### src/rtl/pipe_stage_reg.sv
// Inter-stage pipeline register: advance / hold / bubble / flush-to-handler with a merged
// exception code, plus saturating stall and flush counters for performance debugging.
module pipe_stage_reg #(
  parameter int unsigned DATA_W     = 32,
  parameter int unsigned PC_W       = 32,
  parameter int unsigned EXC_W      = 5,
  parameter logic [31:0] HANDLER_PC = 32'h0000_4180,
  parameter int unsigned CNT_W      = 16
) (
  input  logic              clk,
  input  logic              reset,
  input  logic              en,
  input  logic              bubble,
  input  logic              flush,
  input  logic              clr_cnt,
  input  logic              in_valid,
  input  logic [DATA_W-1:0] in_data,
  input  logic [PC_W-1:0]   in_pc,
  input  logic [EXC_W-1:0]  in_exc,
  input  logic [EXC_W-1:0]  new_exc,
  input  logic              in_bd,
  output logic              out_valid,
  output logic [DATA_W-1:0] out_data,
  output logic [PC_W-1:0]   out_pc,
  output logic [PC_W-1:0]   out_pc4,
  output logic [PC_W-1:0]   out_pc8,
  output logic [EXC_W-1:0]  out_exc,
  output logic              out_bd,
  output logic [CNT_W-1:0]  stall_cnt,
  output logic [CNT_W-1:0]  flush_cnt
);

  localparam logic [PC_W-1:0] HandlerPc = PC_W'(HANDLER_PC);
  localparam logic [PC_W-1:0] Four      = PC_W'(4);
  localparam logic [PC_W-1:0] Eight     = PC_W'(8);

  logic              valid_q, valid_d;
  logic [DATA_W-1:0] data_q, data_d;
  logic [PC_W-1:0]   pc_q, pc_d;
  logic [EXC_W-1:0]  exc_q, exc_d;
  logic              bd_q, bd_d;
  logic [CNT_W-1:0]  stall_q, stall_d;
  logic [CNT_W-1:0]  flush_q, flush_d;
  logic              hold;

  assign hold = !flush && !bubble && !en;

  always_comb begin
    valid_d = valid_q;
    data_d  = data_q;
    pc_d    = pc_q;
    exc_d   = exc_q;
    bd_d    = bd_q;
    if (flush) begin
      valid_d = 1'b0;
      data_d  = '0;
      pc_d    = HandlerPc;
      exc_d   = '0;
      bd_d    = 1'b0;
    end else if (bubble) begin
      // Bubble keeps the stalled instruction's PC/BD so its EPC stays correct.
      valid_d = 1'b0;
      data_d  = '0;
      exc_d   = '0;
      pc_d    = in_pc;
      bd_d    = in_bd;
    end else if (en) begin
      valid_d = in_valid;
      data_d  = in_data;
      pc_d    = in_pc;
      bd_d    = in_bd;
      if (!in_valid) begin
        exc_d = '0;
      end else if (in_exc != '0) begin
        exc_d = in_exc;
      end else begin
        exc_d = new_exc;
      end
    end
  end

  always_comb begin
    stall_d = stall_q;
    flush_d = flush_q;
    if (clr_cnt) begin
      stall_d = '0;
      flush_d = '0;
    end else begin
      if (flush && (flush_q != '1)) flush_d = flush_q + CNT_W'(1);
      if (hold && valid_q && (stall_q != '1)) stall_d = stall_q + CNT_W'(1);
    end
  end

  always_ff @(posedge clk or negedge reset) begin
    if (!reset) begin
      valid_q <= 1'b0;
      data_q  <= '0;
      pc_q    <= '0;
      exc_q   <= '0;
      bd_q    <= 1'b0;
      stall_q <= '0;
      flush_q <= '0;
    end else begin
      valid_q <= valid_d;
      data_q  <= data_d;
      pc_q    <= pc_d;
      exc_q   <= exc_d;
      bd_q    <= bd_d;
      stall_q <= stall_d;
      flush_q <= flush_d;
    end
  end

  assign out_valid = valid_q;
  assign out_data  = data_q;
  assign out_pc    = pc_q;
  assign out_pc4   = pc_q + Four;
  assign out_pc8   = pc_q + Eight;
  assign out_exc   = exc_q;
  assign out_bd    = bd_q;
  assign stall_cnt = stall_q;
  assign flush_cnt = flush_q;

endmodule

### config.mk
export PLATFORM = sky130hd
export DESIGN_NAME = pipe_stage_reg
export DESIGN_NICKNAME = d
export VERILOG_FILES = /design/src/rtl/pipe_stage_reg.sv
export SDC_FILE = /design/constraint.sdc
export NUM_CORES = 1
export LEC_CHECK = 0
export BUFFER_PORTS_ARGS = -buffer_cell sky130_fd_sc_hd__buf_4
export CAP_MARGIN = 20
export CORE_AREA = 2 2 110 138
export CTS_BUF_LIST = sky130_fd_sc_hd__clkbuf_8
export DETAILED_ROUTE_END_ITERATION = 7
export DIE_AREA = 0 0 112 140
export GPL_TIMING_DRIVEN = 0
export PLACE_DENSITY = 0.68
export SYNTH_ARGS = -nofsm -noshare
export SYNTH_HDL_FRONTEND = slang
export SYNTH_SLANG_ARGS = --single-unit
export TNS_END_PERCENT = 20
### constraint.sdc
create_clock -name clk -period 5 [get_ports clk]
set_input_delay 0.75 -clock clk [delete_from_list [all_inputs] [get_ports clk]]
set_output_delay 0.75 -clock clk [all_outputs]
set_load 0.005 [all_outputs]
; Yosys cells after proc, flatten, opt, wreduce, memory -nomap -nowiden
; Index checks and enable logic that the tools add are counted.
[totals]
register_bits = 103
[op_classes]
add_sub_neg = 4
n_mux = 21
eq_ne = 2
reduce_logical = 12
[ops]
columns = op, n
row1 = 32-bit two-way mux, 6
row2 = 16-bit two-way mux, 4
row3 = 16-bit by 1-bit adder with 16-bit output (second input constant), 2
row4 = 32-bit by 3-bit adder with 32-bit output (second input constant), 1
row5 = 32-bit by 4-bit adder with 32-bit output (second input constant), 1
row6 = 16-bit != test (second input constant), 2
row7 = 5-bit two-way mux, 5
row8 = 1-bit two-way mux, 6
row9 = 1-bit logical AND, 5
row10 = 5-bit nonzero test, 1
row11 = 2-bit nonzero test, 2
row12 = 1-bit logical NOT, 3
row13 = 3-bit nonzero test, 1

; Longest topological paths before layout
; Gate-level depths: netlist of the first run.
[logic_depth]
depth_word = 7
ltp_mapped = 7

; Least setup slack after synthesis of the first run
; OpenSTA, ideal clock, no wires.
[synth_path]
path_type = register to output
from = register pc_q[4], in the netlist out_pc[4]
to = output out_pc4[27]
path_buffers = 1
setup_slack_ps = 2507
required_time_ps = 4250
stages_incl_launch_ff = 7
t_arrival_ps = 1743
path_cell_list = dfrtp_1 -> ha_1 -> clkbuf_1 -> nand3_1 -> nor3_4 -> nand4_1 -> xnor2_1
[synth_between]
elab_chain_cells = 1
[synth_rtl]
columns = element, line
row1 = "start, declared", 39  ; logic [PC_W-1:0] pc_q, pc_d;
row2 = "start signal, assigned", 106  ; pc_q <= pc_d;
row3 = 32-bit by 3-bit adder with 32-bit output, 117  ; assign out_pc4 = pc_q + Four;
row4 = "end, declared", 25  ; output logic [PC_W-1:0] out_pc4,
; Every way passes these cells.

; Worst setup path after layout of the first run
[layout_path]
from = register pc_q[2], in the netlist out_pc[2]
to = output out_pc4[18]
; The elaborated chain is that of the path after synthesis.

==> results of run 1 <==
[worst register-to-register path: cells and delay by family (launching register included)]
kind / cells / cell delay (ns)
DFF: 1 / 0.46
and+or+nand+nor: 4 / 1.19
adders and majority gates: 1 / 0.23
xor gates and xnor gates: 1 / 0.19
[flip-flops by register name, summed over array words and instances, names as in the netlist]
name and count:
out_valid 1, out_data 32, out_exc 5, flush_cnt 16
out_bd 1, out_pc 32, stall_cnt 16
[cell type report]
cell class / instances / area, µm² / area share (%)
repair buffers: 248 / 1882 / 23.72
plain buffers: 41 / 187.7 / 2.366
inverters: 3 / 11.26 / 0.1419
clock buffers: 11 / 151.4 / 1.908
flip-flops and latches: 103 / 2577 / 32.49
well taps: 178 / 222.7 / 2.807
clock inverters: 5 / 33.78 / 0.4258
multi-input cells: 465 / 2868 / 36.15
[synthesized netlist by cell type, drive strengths merged]
master  number
nand4       17
or3          3
or4          3
clkbuf      23
and4bb       1
ha           4
and4        12
nand3       31
or2          1
and3         9
o21bai       1
xor2        25
o211ai       1
a31oi        1
nor4b        2
nand2b      31
xnor2       50
nand2       74
nor4         8
o31ai        2
and2         1
nor3        21
buf         18
inv          3
nor2        72
dfrtp      103
mux2i       36
nor3b        2
o21ai       45
a21oi       12
[worst min path at each step]
| stage | startpoint | to | slack (ns) |
|---|---|---|---|
| after floorplan | reset | flush_cnt[0] | 0.45 |
| after global placement | out_exc[2] | out_exc[2] | 0.47 |
| after detailed placement | out_exc[1] | out_exc[1] | 0.47 |
| after CTS | reset | stall_cnt[2] | 0.41 |
| after global routing | reset | stall_cnt[2] | 0.42 |
| final | reset | stall_cnt[2] | 0.40 |
[cells by family after synthesis]
| family | count (synthesis) | synth area share, % |
|---|---|---|
| buf+inv | 44 | 3.525 |
| compound gates | 62 | 5.697 |
| xor+xnor | 75 | 11.64 |
| fa+ha+maj | 4 | 0.8868 |
| flops | 103 | 45.67 |
| mux | 36 | 6.384 |
| simple gates | 288 | 26.20 |
[power by group through the flow]
stage               Sequential (mW)  Clock [mW]  Combinational, mW
finish                        0.899       0.493              0.315
detailed placement            0.914           0              0.321
floorplan                     0.907           0              0.117
global route                  0.903       0.552              0.344
CTS                           0.898       0.520              0.321
global placement              0.914           0              0.314
[metal layers]
layer | GRT usage, % | vias to the layer above | share of wire [%]
met1 | 26.16 | 2557 | 40
met2 | 38.44 | 211 | 51
li1 | - | 2596 | -
met3 | 5.495 | 20 | 7.6
met5 | 0 | - | 0
met4 | 5.969 | 0 | 1.7
==> impl_results.html, run 1 <==
<table>
<tr><th>Metric</th><th>Value</th></tr>
<tr><th colspan="2">Outcome</th></tr>
<tr><td>Run status</td><td>finished, final reports clean</td></tr>
<tr><th colspan="2">Clock tree</th></tr>
<tr><td>TritonCTS clock tree</td><td>yes</td></tr>
<tr><td>Skew-Pair Late Insertion Delay</td><td>roughly 0.36 ns</td></tr>
<tr><td>Number of buffers added to fix hold violations after cts</td><td>0</td></tr>
<tr><td>Clock-pin slew reported for the worst setup and hold paths after clock tree synthesis</td><td>about 0.1 ns</td></tr>
<tr><td>Maximum buffer depth of the clock tree</td><td>2</td></tr>
<tr><td>Deepest level of the CTS H-tree</td><td>3</td></tr>
<tr><td>Cell at the root of the clock tree</td><td>sky130_fd_sc_hd__clkbuf_8</td></tr>
<tr><td>Total CTS buffers</td><td>9</td></tr>
<tr><td>Clk sinks</td><td>~100</td></tr>
<tr><td>Number of instances resized during post-cts repair</td><td>0</td></tr>
<tr><td>Buffers inserted during post-CTS setup optimization</td><td>0</td></tr>
<tr><th colspan="2">Cells and area</th></tr>
<tr><td>Share of cells above drive strength 1</td><td>between 30% and 40%</td></tr>
<tr><td>Commonest non-fill, non-tap cell in the layout</td><td>sky130_fd_sc_hd__buf_4</td></tr>
<tr><td>Total Nets Final</td><td>roughly 960</td></tr>
<tr><td>Inserted Diodes</td><td>0</td></tr>
<tr><td>Fin area</td><td>~7900 µm²</td></tr>
<tr><td>Final core area utilization</td><td>approximately 55%</td></tr>
<tr><td>Non-filler cells in the finished layout</td><td>approximately 1100</td></tr>
<tr><td>Number of filler instances in the final layout</td><td>approximately 1400</td></tr>
<tr><td>Synthesis-to-layout area growth</td><td>40.57%</td></tr>
<tr><td>Most used cells in the layout excluding fill and tap cells</td><td>253 x sky130_fd_sc_hd__buf_4, 103 x sky130_fd_sc_hd__dfrtp_1, 74 x sky130_fd_sc_hd__nand2_1, 72 x sky130_fd_sc_hd__nor2_1, 50 x sky130_fd_sc_hd__xnor2_1</td></tr>
<tr><th colspan="2">Timing</th></tr>
<tr><td>Clock skew after layout</td><td>about 0.009 ns</td></tr>
<tr><td>Pin slew with the least headroom to its limit</td><td>approximately 0.73 ns</td></tr>
<tr><td>Worst hold margin</td><td>0.3963 ns</td></tr>
<tr><td>Setup TNS Final</td><td>0 ns</td></tr>
<tr><td>Final Max Slew Viols</td><td>0</td></tr>
<tr><td>Share of the clock period used by the worst path after layout</td><td>about 70%</td></tr>
<tr><td>Worst Slack Setup Final</td><td>approximately 1.5 ns</td></tr>
<tr><td>Endpoints failing hold</td><td>0</td></tr>
<tr><td>Final Critical Period</td><td>approximately 3.5 ns</td></tr>
<tr><td>Setup violation total in the final timing report</td><td>0</td></tr>
<tr><td>RSZ-0062 raised after global routing</td><td>no</td></tr>
<tr><td>Worst slew margin relative to its limit</td><td>50.78%</td></tr>
<tr><td>Max Freq</td><td>~290 MHz</td></tr>
<tr><th colspan="2">Job</th></tr>
<tr><td>Number of maximum-capacitance constraint violations</td><td>0</td></tr>
<tr><th colspan="2">Critical path</th></tr>
<tr><td>Crit path DAT</td><td>about 2.8 ns</td></tr>
<tr><td>Critical Path Start Type</td><td>flop</td></tr>
<tr><td>Worst Path Class, Setup</td><td>flop to output pin</td></tr>
<tr><td>Count of buffer and inverter cells on the critical path</td><td>1</td></tr>
<tr><td>Req. time, crit path</td><td>around 4.3 ns</td></tr>
<tr><td>Critical path origin</td><td>out_pc[2]</td></tr>
<tr><td>Maximum fanout along the worst path</td><td>10</td></tr>
<tr><td>Slowest-stage cell, CP</td><td>sky130_fd_sc_hd__dfrtp_1</td></tr>
<tr><td>Depth of the worst register-to-register path</td><td>6</td></tr>
<tr><td>Worst setup EP type</td><td>output pin</td></tr>
<tr><td>Reg-to-reg critical path endpoint</td><td>stall_cnt[6]</td></tr>
<tr><td>Largest incremental delay on the critical path</td><td>0.66 ns</td></tr>
<tr><td>Launch instance of the worst register-to-register path</td><td>stall_cnt[0]</td></tr>
<tr><td>Delay-heaviest family, CP</td><td>simple AND/OR/NAND/NOR gates</td></tr>
<tr><td>Flop-to-flop setup slack</td><td>between 2 and 3 ns</td></tr>
<tr><td>Number of gates on the worst path with buffers counted</td><td>6</td></tr>
<tr><td>Endpoint of the worst setup timing path</td><td>out_pc4[18]</td></tr>
<tr><td>Cells traversed along the worst timing path</td><td>ha_1 -&gt; nand3_1 -&gt; nor4_1 -&gt; nand2_1 -&gt; xnor2_1 -&gt; buf_4</td></tr>
<tr><th colspan="2">Power and ir drop</th></tr>
<tr><td>Areal power density over the cells</td><td>about 220 nW/µm²</td></tr>
<tr><td>Share of power burned in combinational logic</td><td>18.5%</td></tr>
<tr><td>Total power draw</td><td>between 1.5 and 2 mW</td></tr>
<tr><td>Clock network fraction of total power</td><td>between 20% and 30%</td></tr>
<tr><td>Total net switching power</td><td>between 0.4 and 0.5 mW</td></tr>
<tr><td>Sequential cell fraction of total power</td><td>between 50% and 60%</td></tr>
<tr><td>Internal Pwr Total</td><td>around 1.2 mW</td></tr>
<tr><td>Sw Ratio</td><td>27.11%</td></tr>
<tr><td>Cell leakage power</td><td>3.827 nW</td></tr>
<tr><td>Largest vdd supply drop</td><td>0.1241 mV</td></tr>
<tr><th colspan="2">Global routing</th></tr>
<tr><td>Number of antenna violations at the first check in global routing</td><td>0</td></tr>
<tr><td>Maximum number of pins on one net before global-route repair</td><td>58</td></tr>
<tr><td>Total track usage</td><td>between 20% and 30%</td></tr>
<tr><td>Vias in the first global route</td><td>5368</td></tr>
<tr><td>Global-route wire length before repair</td><td>~28000 µm</td></tr>
<tr><td>Total congestion overflow</td><td>0</td></tr>
<tr><th colspan="2">Synthesis</th></tr>
<tr><td>Synthesized cell area</td><td>about 5600 µm²</td></tr>
<tr><td>Share of the yosys chip area belonging to registers</td><td>a little under half</td></tr>
<tr><td>Yosys warnings</td><td>0</td></tr>
<tr><td>Largest cells by area after synthesis</td><td>sky130_fd_sc_hd__dfrtp_1 46%, sky130_fd_sc_hd__xnor2_1 7.8%, sky130_fd_sc_hd__mux2i_1 6.4%</td></tr>
<tr><td>Post-Synthesis Cells</td><td>about 600</td></tr>
<tr><td>Post-synth net total</td><td>between 600 and 700</td></tr>
<tr><td>Mean Syn Cell Area</td><td>just over 9 µm²</td></tr>
<tr><td>Biggest area consumer among synthesized cells</td><td>sky130_fd_sc_hd__dfrtp_1</td></tr>
<tr><td>Number of register bits inferred by synthesis</td><td>around 100</td></tr>
<tr><td>Area share of the largest cell type after synthesis</td><td>45.67%</td></tr>
<tr><td>Count of cell types in the netlist</td><td>40</td></tr>
<tr><th colspan="2">Hold path</th></tr>
<tr><td>Class of the most critical hold timing path</td><td>input port to async pin</td></tr>
<tr><th colspan="2">Placement</th></tr>
<tr><td>Total placed cells including tap cells</td><td>just over 1000</td></tr>
<tr><td>Number of input and output port buffers inserted</td><td>~250</td></tr>
<tr><td>Worst slack after detailed placement</td><td>1.882 ns</td></tr>
<tr><td>Cell area after placement</td><td>7749 µm²</td></tr>
<tr><td>Post-detailed-placement half-perimeter wirelength</td><td>13500 µm</td></tr>
<tr><td>Global placer's final weighted congestion</td><td>between 0.8 and 0.9</td></tr>
<tr><th colspan="2">Die</th></tr>
<tr><td>Initial standard-cell utilization of the core</td><td>about two fifths</td></tr>
<tr><td>DIE HEIGHT</td><td>140 µm</td></tr>
<tr><td>Die Area</td><td>15680 µm²</td></tr>
<tr><td>Width of the chip</td><td>roughly 110 µm</td></tr>
<tr><td>I/O pin count</td><td>about 250</td></tr>
<tr><td>FP Rows</td><td>49</td></tr>
<tr><td>Placeable Area</td><td>about 14000 µm²</td></tr>
<tr><th colspan="2">Route</th></tr>
<tr><td>First-pass iteration count of the detailed router</td><td>4</td></tr>
<tr><td>Number of vias per cell after detailed routing</td><td>5.108</td></tr>
<tr><td>Post-detailed-routing wire length</td><td>about 17000 µm</td></tr>
<tr><td>Routed WL per cell</td><td>around 16 µm</td></tr>
<tr><td>Vias</td><td>approximately 5400</td></tr>
<tr><td>Violation count after the first detailed-route iteration</td><td>roughly 370</td></tr>
<tr><td>DRC viols</td><td>0</td></tr>
<tr><td>Post-route ant nets</td><td>0</td></tr>
</table>
Note: power is estimated with default switching activity, not from simulation.
==> run 2: changes to the inputs <==
--- a/config.mk
+++ b/config.mk
@@ -12,7 +12,7 @@
 export DETAILED_ROUTE_END_ITERATION = 7
 export DIE_AREA = 0 0 112 140
 export GPL_TIMING_DRIVEN = 0
-export PLACE_DENSITY = 0.68
+export PLACE_DENSITY = 0.71
 export SYNTH_ARGS = -nofsm -noshare
 export SYNTH_HDL_FRONTEND = slang
 export SYNTH_SLANG_ARGS = --single-unit
==> constraint.sdc (replaced) <==
create_clock -name clk -period 3.1 [get_ports clk]
set_input_delay 0.465 -clock clk [delete_from_list [all_inputs] [get_ports clk]]
set_output_delay 0.465 -clock clk [all_outputs]
set_load 0.005 [all_outputs]
==> impl_results.html, run 2 (synthesis gave the netlist of run 1 again) <==
<table>
<tr><th>Metric</th><th>Value</th></tr>
<tr><th colspan="2">Critical path</th></tr>
<tr><td>Slowest-stage cell, CP</td><td>sky130_fd_sc_hd__dfrtp_1</td></tr>
<tr><td>Maximum fanout along the worst path</td><td>10</td></tr>
<tr><td>Req. time, crit path</td><td>between 2 and 3 ns</td></tr>
<tr><td>Critical Path Start Type</td><td>flop</td></tr>
<tr><td>Largest incremental delay on the critical path</td><td>approximately 0.64 ns</td></tr>
<tr><td>Cells traversed along the worst timing path</td><td>ha_1 -&gt; nand3_1 -&gt; nor3_2 -&gt; nand4_1 -&gt; xnor2_1 -&gt; buf_4</td></tr>
<tr><td>Crit path DAT</td><td>approximately 2.5 ns</td></tr>
<tr><td>Worst setup EP type</td><td>output pin</td></tr>
<tr><td>Worst Path Class, Setup</td><td>flop to output pin</td></tr>
<tr><th colspan="2">Timing</th></tr>
<tr><td>Worst slew margin relative to its limit</td><td>52.53%</td></tr>
<tr><td>Final Max Slew Viols</td><td>0</td></tr>
<tr><td>Final Critical Period</td><td>about 2.9 ns</td></tr>
<tr><td>Endpoints failing hold</td><td>0</td></tr>
<tr><td>Setup TNS Final</td><td>0 ns</td></tr>
<tr><td>Max Freq</td><td>around 340 MHz</td></tr>
<tr><td>RSZ-0062 raised after global routing</td><td>no</td></tr>
<tr><td>Share of the clock period used by the worst path after layout</td><td>a little over nine tenths</td></tr>
<tr><td>Pin slew with the least headroom to its limit</td><td>between 0.7 and 0.8 ns</td></tr>
<tr><td>Setup violation total in the final timing report</td><td>0</td></tr>
<tr><td>Clock skew after layout</td><td>about 0.015 ns</td></tr>
<tr><td>Worst Slack Setup Final</td><td>about 0.15 ns</td></tr>
<tr><th colspan="2">Clock tree</th></tr>
<tr><td>Skew-Pair Late Insertion Delay</td><td>around 0.38 ns</td></tr>
<tr><td>Maximum buffer depth of the clock tree</td><td>2</td></tr>
<tr><td>Total CTS buffers</td><td>9</td></tr>
<tr><td>Cell at the root of the clock tree</td><td>sky130_fd_sc_hd__clkbuf_8</td></tr>
<tr><td>Clk sinks</td><td>about 100</td></tr>
<tr><td>TritonCTS clock tree</td><td>yes</td></tr>
<tr><td>Clock-pin slew reported for the worst setup and hold paths after clock tree synthesis</td><td>0.11 ns</td></tr>
<tr><td>Deepest level of the CTS H-tree</td><td>3</td></tr>
<tr><th colspan="2">Route</th></tr>
<tr><td>Violation count after the first detailed-route iteration</td><td>about 240</td></tr>
<tr><td>Vias</td><td>between 5000 and 6000</td></tr>
<tr><td>Post-detailed-routing wire length</td><td>approximately 17000 µm</td></tr>
<tr><td>Post-route ant nets</td><td>0</td></tr>
<tr><td>DRC viols</td><td>0</td></tr>
<tr><td>Routed WL per cell</td><td>between 15 and 20 µm</td></tr>
<tr><td>First-pass iteration count of the detailed router</td><td>6</td></tr>
<tr><td>Number of vias per cell after detailed routing</td><td>slightly above 5</td></tr>
<tr><th colspan="2">Power and ir drop</th></tr>
<tr><td>Total power draw</td><td>2.763 mW</td></tr>
<tr><td>Cell leakage power</td><td>just under 4 nW</td></tr>
<tr><td>Areal power density over the cells</td><td>roughly 350 nW/µm²</td></tr>
<tr><td>Largest vdd supply drop</td><td>around 0.20 mV</td></tr>
<tr><th colspan="2">Cells and area</th></tr>
<tr><td>Synthesis-to-layout area growth</td><td>41.43%</td></tr>
<tr><td>Total Nets Final</td><td>between 900 and 1000</td></tr>
<tr><td>Inserted Diodes</td><td>0</td></tr>
<tr><td>Commonest non-fill, non-tap cell in the layout</td><td>sky130_fd_sc_hd__buf_4</td></tr>
<tr><td>Final core area utilization</td><td>approximately 56%</td></tr>
<tr><td>Most used cells in the layout excluding fill and tap cells</td><td>256 x sky130_fd_sc_hd__buf_4, 103 x sky130_fd_sc_hd__dfrtp_1, 74 x sky130_fd_sc_hd__nand2_1, 72 x sky130_fd_sc_hd__nor2_1, 50 x sky130_fd_sc_hd__xnor2_1</td></tr>
<tr><td>Share of cells above drive strength 1</td><td>between 30 and 40%</td></tr>
<tr><th colspan="2">Die</th></tr>
<tr><td>FP Rows</td><td>between 40 and 50</td></tr>
<tr><td>Die Area</td><td>15680 µm²</td></tr>
<tr><td>I/O pin count</td><td>around 250</td></tr>
<tr><td>DIE HEIGHT</td><td>140 µm</td></tr>
<tr><td>Width of the chip</td><td>112 µm</td></tr>
<tr><td>Placeable Area</td><td>between 10000 and 15000 µm²</td></tr>
<tr><td>Initial standard-cell utilization of the core</td><td>between 30% and 40%</td></tr>
<tr><th colspan="2">Global routing</th></tr>
<tr><td>Total congestion overflow</td><td>0</td></tr>
<tr><td>Number of antenna violations at the first check in global routing</td><td>0</td></tr>
<tr><td>Vias in the first global route</td><td>approximately 5300</td></tr>
<tr><td>Total track usage</td><td>between 20% and 30%</td></tr>
<tr><td>Global-route wire length before repair</td><td>between 20000 and 30000 µm</td></tr>
<tr><td>Maximum number of pins on one net before global-route repair</td><td>between 50 and 60</td></tr>
<tr><th colspan="2">Placement</th></tr>
<tr><td>Post-detailed-placement half-perimeter wirelength</td><td>about 13000 µm</td></tr>
<tr><td>Number of input and output port buffers inserted</td><td>around 250</td></tr>
<tr><td>Worst slack after detailed placement</td><td>approximately 0.20 ns</td></tr>
<tr><td>Global placer's final weighted congestion</td><td>about 0.85</td></tr>
<tr><th colspan="2">Outcome</th></tr>
<tr><td>Run status</td><td>finished, final reports clean</td></tr>
<tr><th colspan="2">Job</th></tr>
<tr><td>Number of maximum-capacitance constraint violations</td><td>0</td></tr>
<tr><th colspan="2">Hold path</th></tr>
<tr><td>Class of the most critical hold timing path</td><td>input port to async pin</td></tr>
</table>
run 2: through the flow:
| step | hold slack (ns) | area [µm²] | std cells |
|---|---|---|---|
| after floorplan | 0.1694 | 5644 | 612 |
| after global placement | 0.4678 | 7721 | 1037 |
| after detailed placement | 0.4745 | 7749 | 1038 |
| after CTS | 0.1105 | 7945 | 1053 |
| after global routing | 0.1239 | 7983 | 1056 |
| final | 0.09254 | 7983 | 1056 |
run 2: layout make-up:
| type | instances | area (µm²) |
|---|---|---|
| fillers | 1394 | 6364 |
| well taps | 178 | 222.7 |
| clock buffers | 9 | 123.9 |
| repair buffers | 251 | 1904 |
| inverters | 3 | 11.26 |
| flip-flops and latches | 103 | 2577 |
| clock inverters | 6 | 55.05 |
| multi-input cells | 465 | 2899 |
| plain buffers | 41 | 188.9 |
run 2: repair_timing:
item / CTS / global route
gates resized for setup: 3 / 4
hold buffers: 0 / 0
endpoints found under the setup margin: 9 / 21
setup buffers: 0 / 3
pin swaps: 0 / 2
run 2: path summary, 6_finish.rpt:
kind	to	startpoint	slack (ns)	cells past startpoint
setup / recovery	out_pc4[20]	out_pc[2]	0.15	6
hold / removal	stall_cnt[15]	reset	0.09	1
setup reg to reg	stall_cnt[2]	stall_cnt[0]	1.01	6
hold reg to reg	out_exc[3]	out_exc[3]	0.49	2
max in group asynchronous	out_pc[17]	reset	2.30	2
min in group clk	flush_cnt[15]	clr_cnt	0.29	2
run 2: critical path: cells and delay by family, from the launching register on:
family                   cells  cell delay (ns)
buffers and inverters        1             0.13
flip-flops                   1             0.64
adder cells (fa/ha/maj)      1             0.29
AND/OR/NAND/NOR              3             0.88
XOR/XNOR                     1             0.17
run 2: routing by layer:
metal  track usage (%)  vias up  wire [µm]
met4             8.280        0        465
met1             26.98     2518       7000
met2             38.69      182       8820
met3             3.894       31       1047
met5                 0        -          0
li1                  -     2604          -
run 2: where the power goes:
part           internal, mW  switching (mW)  total [mW]  leakage (nW)
combinational         0.283           0.229       0.511          2.39
sequential             1.39          0.0578        1.45          1.39
clock                 0.302           0.503       0.805        0.0918
